$ cat src/rtl/axi_burst_master.sv
// rtl/axi_burst_master.sv - cache-line AXI4 master: one 8-beat INCR burst per refill or writeback
// Write wins over read in IDLE so a dirty line leaves before its replacement arrives.
module axi_burst_master #(
  parameter int ADDR_WIDTH     = 64,
  parameter int BLOCK_WIDTH    = 512,
  parameter int AXI_DATA_WIDTH = 64
) (
  input  logic                        clk,
  input  logic                        arstn,
  input  logic                        i_start_read,
  input  logic                        i_start_write,
  input  logic [ADDR_WIDTH-1:0]       i_addr,
  input  logic [BLOCK_WIDTH-1:0]      i_data_block,
  output logic [BLOCK_WIDTH-1:0]      o_data_block,
  output logic                        o_read_last,
  output logic                        o_b_resp,
  output logic                        o_error,
  output logic                        o_ar_valid,
  input  logic                        i_ar_ready,
  output logic [ADDR_WIDTH-1:0]       o_ar_addr,
  output logic [7:0]                  o_ar_len,
  output logic [2:0]                  o_ar_size,
  output logic [1:0]                  o_ar_burst,
  input  logic                        i_r_valid,
  output logic                        o_r_ready,
  input  logic [AXI_DATA_WIDTH-1:0]   i_r_data,
  input  logic                        i_r_last,
  input  logic [1:0]                  i_r_resp,
  output logic                        o_aw_valid,
  input  logic                        i_aw_ready,
  output logic [ADDR_WIDTH-1:0]       o_aw_addr,
  output logic [7:0]                  o_aw_len,
  output logic [2:0]                  o_aw_size,
  output logic [1:0]                  o_aw_burst,
  output logic                        o_w_valid,
  input  logic                        i_w_ready,
  output logic [AXI_DATA_WIDTH-1:0]   o_w_data,
  output logic [AXI_DATA_WIDTH/8-1:0] o_w_strb,
  output logic                        o_w_last,
  input  logic                        i_b_valid,
  output logic                        o_b_ready,
  input  logic [1:0]                  i_b_resp
);
  localparam int BEATS       = BLOCK_WIDTH / AXI_DATA_WIDTH;
  localparam int BEAT_BITS   = $clog2(BEATS);
  localparam int OFFSET_BITS = $clog2(BLOCK_WIDTH / 8);

  typedef enum logic [2:0] {
    IDLE,
    RD_ADDR,
    RD_DATA,
    WR_ADDR,
    WR_DATA,
    WR_RESP
  } state_t;

  state_t                 r_state;
  logic [BEAT_BITS-1:0]   r_beat;
  logic [BLOCK_WIDTH-1:0] r_wr_line;

  logic [BEAT_BITS-1:0]   w_next_beat;
  logic                   w_last_beat;
  logic [ADDR_WIDTH-1:0]  w_line_addr;
  logic                   w_unused_offset;

  assign w_next_beat     = r_beat + BEAT_BITS'(1);
  assign w_last_beat     = (r_beat == BEAT_BITS'(BEATS - 1));
  assign w_line_addr     = {i_addr[ADDR_WIDTH-1:OFFSET_BITS], OFFSET_BITS'(0)};
  assign w_unused_offset = ^i_addr[OFFSET_BITS-1:0];

  assign o_ar_len   = 8'(BEATS - 1);
  assign o_ar_size  = 3'($clog2(AXI_DATA_WIDTH / 8));
  assign o_ar_burst = 2'b01;
  assign o_aw_len   = 8'(BEATS - 1);
  assign o_aw_size  = 3'($clog2(AXI_DATA_WIDTH / 8));
  assign o_aw_burst = 2'b01;
  assign o_w_strb   = '1;

  always_ff @(posedge clk) begin
    if (!arstn) begin
      r_state      <= IDLE;
      r_beat       <= '0;
      r_wr_line    <= '0;
      o_data_block <= '0;
      o_read_last  <= 1'b0;
      o_b_resp     <= 1'b0;
      o_error      <= 1'b0;
      o_ar_valid   <= 1'b0;
      o_ar_addr    <= '0;
      o_r_ready    <= 1'b0;
      o_aw_valid   <= 1'b0;
      o_aw_addr    <= '0;
      o_w_valid    <= 1'b0;
      o_w_data     <= '0;
      o_w_last     <= 1'b0;
      o_b_ready    <= 1'b0;
    end else begin
      o_read_last <= 1'b0;
      o_b_resp    <= 1'b0;
      case (r_state)
        IDLE: begin
          // The requester still holds start during the completion pulse; ignore it then.
          if (!o_read_last && !o_b_resp) begin
            if (i_start_write) begin
              r_state    <= WR_ADDR;
              o_aw_valid <= 1'b1;
              o_aw_addr  <= w_line_addr;
              r_wr_line  <= i_data_block;
              r_beat     <= '0;
              o_error    <= 1'b0;
            end else if (i_start_read) begin
              r_state    <= RD_ADDR;
              o_ar_valid <= 1'b1;
              o_ar_addr  <= w_line_addr;
              r_beat     <= '0;
              o_error    <= 1'b0;
            end
          end
        end
        RD_ADDR: begin
          if (i_ar_ready) begin
            o_ar_valid <= 1'b0;
            o_r_ready  <= 1'b1;
            r_state    <= RD_DATA;
          end
        end
        RD_DATA: begin
          if (i_r_valid) begin
            o_data_block[r_beat*AXI_DATA_WIDTH +: AXI_DATA_WIDTH] <= i_r_data;
            if ((i_r_resp != 2'b00) || (i_r_last != w_last_beat)) begin
              o_error <= 1'b1;
            end
            r_beat <= w_next_beat;
            // The beat count, not i_r_last, closes the burst.
            if (w_last_beat) begin
              o_r_ready   <= 1'b0;
              o_read_last <= 1'b1;
              r_state     <= IDLE;
            end
          end
        end
        WR_ADDR: begin
          if (i_aw_ready) begin
            o_aw_valid <= 1'b0;
            o_w_valid  <= 1'b1;
            o_w_data   <= r_wr_line[0 +: AXI_DATA_WIDTH];
            o_w_last   <= 1'b0;
            r_state    <= WR_DATA;
          end
        end
        WR_DATA: begin
          if (i_w_ready) begin
            r_beat <= w_next_beat;
            if (w_last_beat) begin
              o_w_valid <= 1'b0;
              o_w_last  <= 1'b0;
              o_b_ready <= 1'b1;
              r_state   <= WR_RESP;
            end else begin
              o_w_data <= r_wr_line[w_next_beat*AXI_DATA_WIDTH +: AXI_DATA_WIDTH];
              o_w_last <= (w_next_beat == BEAT_BITS'(BEATS - 1));
            end
          end
        end
        WR_RESP: begin
          if (i_b_valid) begin
            o_b_ready <= 1'b0;
            o_b_resp  <= 1'b1;
            if (i_b_resp != 2'b00) begin
              o_error <= 1'b1;
            end
            r_state <= IDLE;
          end
        end
        default: r_state <= IDLE;
      endcase
    end
  end
endmodule

$ cat config.mk
export PLATFORM = sky130hd
export DESIGN_NAME = axi_burst_master
export DESIGN_NICKNAME = d
export VERILOG_FILES = /design/src/rtl/axi_burst_master.sv
export SDC_FILE = /design/constraint.sdc
export NUM_CORES = 2
export LEC_CHECK = 0
export CAP_MARGIN = 10
export CORE_AREA = 2 2 540 542
export DETAILED_ROUTE_END_ITERATION = 8
export DIE_AREA = 0 0 542 544
export SYNTH_ARGS = -nofsm -noshare
export SYNTH_HDL_FRONTEND = slang
export SYNTH_SLANG_ARGS = --single-unit
$ cat constraint.sdc
create_clock -name clk -period 4.4 [get_ports clk]
set_clock_uncertainty 0.05 [all_clocks]
set_input_delay 1.32 -clock clk [delete_from_list [all_inputs] [get_ports clk]]
set_output_delay 1.32 -clock clk [all_outputs]
set_load 0.05 [all_outputs]
==> results_dict.tcl <==
set metrics [dict create \
    status "complete, no violations" \
    p_clk_frac 0.360 \
    synthFlopType "dfxtp_1" \
    final_max_slew_viol_count 0 \
    fp.dieH_um 544 \
    wl_per_cell_um 23.4 \
    final_core_util 0.242 \
    grt_pass1_vias 43900 \
    min_period_ps 3680 \
    rsz0062_at_grt "false" \
    power.net_switching_uw 12000 \
    start_util 0.165 \
    syn_area_per_cell_sq_um 7.94 \
    cts_resized 0 \
    ios 1401 \
    synth_warnings 0 \
    route.met2.wl_mm 120 \
    clk_latency_ps 820 \
    min_path_type "flop to flop" \
    fin_cells 11000 \
    dp_cells 10700 \
    grt_pass1_wl_mm 347 \
    cts_max_path_buffers 4 \
    firstDrtPassIters 6 \
    dieArea_sq_um 295000 \
    ys_seq_area_frac 0.510 \
    critPathArrivalTime_ps 2310 \
    synth_top_family_by_area "simple AND/OR/NAND/NOR gates" \
    critical-path-max-stage-delay_ps 1180 \
    cts_inserted_buffers 148 \
    fmax_mhz 272 \
    crit_family "buffers and inverters" \
    cts_root_buf "clkbuf_16" \
    fillCellCount 32000 \
    cts.sinks 1219 \
    cp_max_fo 2 \
    ir_worst_vdd_mv 0.299 \
    globalRoute.totalOverflow 0 \
    synth_edf_count 0 \
    grt_max_degree 174 \
    critical_path.cell_chain "clkdlybuf4s50_1" \
    drtIter0Drc 4026 \
    die_w_um 542 \
    dp_hpwl_mm 192 \
    switching_share 0.353 \
    route.vias.total 47500 \
    synth_cells 6032 \
    seq_power_share 0.386 \
    synth.distinct_cells 45 \
    wl_met3_mm 24.7 \
    wirelength_mm 258 \
    combPwrFrac 0.255 \
    hold_viol 0 \
    relSlewSlack 0.232 \
    area_growth_pct 46.1 \
    cts_setup_buffers 0 \
    crit_slowest_cell "clkdlybuf4s50_1" \
    final_common_cell "nand2_1" \
    floorplan.rows 198 \
    cts_tree "done" \
    cts.clk_slew.worst_paths_ps 60 \
    wl_met1_mm 99.6 \
    whs_ps 400 \
    post-route-period-util 0.837 \
    ant_nets 0 \
    top_layer "met5" \
    synthAdderAreaFrac 0.00183 \
    post-route-drc-count 0 \
    cts_hold_buffers 0 \
    drive_above_1_share 0.0582 \
    final_nets 7752 \
    setup_tns_ps 0 \
    tightestPinTransition_ps 1150 \
    required_ps 3030 \
    muxShareOfSynthArea 0.0540 \
    critPathKind "flop to output port" \
    ys_ff_latch 1219 \
    synthArstFlopShare 0 \
    worstSetupEndpointType "output port" \
    synthXorXnorAreaFrac 0.000366 \
    yosys.area_share.simple 0.212 \
    portBuffers 1348 \
    synth_compound_area_frac 0.158 \
    cp_num_buf_inv 1 \
    core_sq_um 289000 \
    max_cap_violations 0 \
    routed_via_density 4.31 \
    internal_power_uw 21900 \
    grt_usage 0.165 \
    cts.htree.levels 4 \
    final_cell_mix "nand2_1, clkdlybuf4s50_1, dfxtp_1" \
    grt_antenna_before_repair 56 \
    powerDensity_nw_per_um2 484 \
    place.gp.congestion 0.861 \
    setup-violations-final 0 \
    power_leakage_uw 0.0228 \
    synth_area_sq_um 47900 \
    worstSetupStartpointType "flop" \
]
## cell families (layout without fill, tap and decap cells)
logic type / after synthesis / in the layout
AND/OR/NAND/NOR: 2482 / 2482
buffers and inverters: 637 / 1755
flip-flops: 1219 / 1219
multiplexers: 258 / 258
XOR/XNOR: 2 / 2
adder cells (fa/ha/maj): 7 / 7
AO/OA/AOI/OAI: 1425 / 1425
other: 2 / 65
## final timing paths
| path | endpoint | from | cells after the start | slack (ps) |
|---|---|---|---|---|
| max | o_w_data[2] | o_w_data[2] | 1 | 720 |
| min | o_data_block[313] | o_data_block[313] | 2 | 400 |
| max reg2reg | o_data_block[198] | r_beat[0] | 8 | 770 |
| min reg2reg | o_data_block[313] | o_data_block[313] | 2 | 400 |
## worst register-to-register path: stages, from the launching register on
cell and delay [ps]:
dfxtp_1 600, inv_1 260, ha_1 280, ha_1 310
nor2b_1 710, nand3_2 630, buf_12 420, nand2_1 130
a21oi_1 60
## cell type report
type,count,area [sq um],share of cell area
Tap cell,3800,4750,0.0680
Multi-Input combinational cell,4220,20800,0.297
Clock buffer,209,4210,0.0602
Sequential cell,1219,24400,0.349
Timing Repair Buffer,1496,15200,0.218
Clock inverter,44,502,0.00717
Antenna cell,19,47.5,0.000680
Inverter,6,30.0,0.000429
## state kept, by name, indices dropped and copies added, names as in the netlist
register      count
o_ar_addr        58
r_state           3
o_data_block    512
o_w_last          1
o_aw_valid        1
r_beat            3
o_error           1
o_aw_addr        58
o_w_valid         1
o_r_ready         1
o_b_resp          1
o_b_ready         1
o_ar_valid        1
r_wr_line       512
o_read_last       1
o_w_data         64
## synthesized netlist by cell type (20+ instances only)
library cell	number	area (sq um)
o21ai_0	64	320
buf_1	20	75.1
a31oi_1	65	407
mux2i_1	258	2580
buf_4	87	653
a22oi_1	128	961
a21oi_1	1146	5740
dfxtp_1	1219	24400
nand3_1	520	2600
clkbuf_1	305	1140
buf_2	210	1050
nand2_1	1909	7170
## power by group through the flow
stage                     sequential (uW)  combinational (uW)  clock [uW]
final                               13100                8620       12200
after detailed placement            13300                8700           0
after CTS                           13000                8720       12500
after global routing                13200                9270       12900
after global placement              13200                8670           0
after floorplan                     14100                3890           0
## layer usage
layer | vias to the layer above | global-route usage
li1 | 22300 | -
met2 | 2092 | 0.270
met1 | 22600 | 0.191
met3 | 496 | 0.0552
met4 | 36 | 0.0809
met5 | - | 0
## per-stage QoR
stage,power [uW],setup slack (ps),cell area (sq um)
4_1_cts,34300,560,69900
6_report,33900,717,70000
2_1_floorplan,18000,1930,48000
3_3_place_gp,21900,753,65200
3_5_place_dp,22000,726,65200
5_1_grt,35300,580,69900
(Power assumes the default switching activity.)
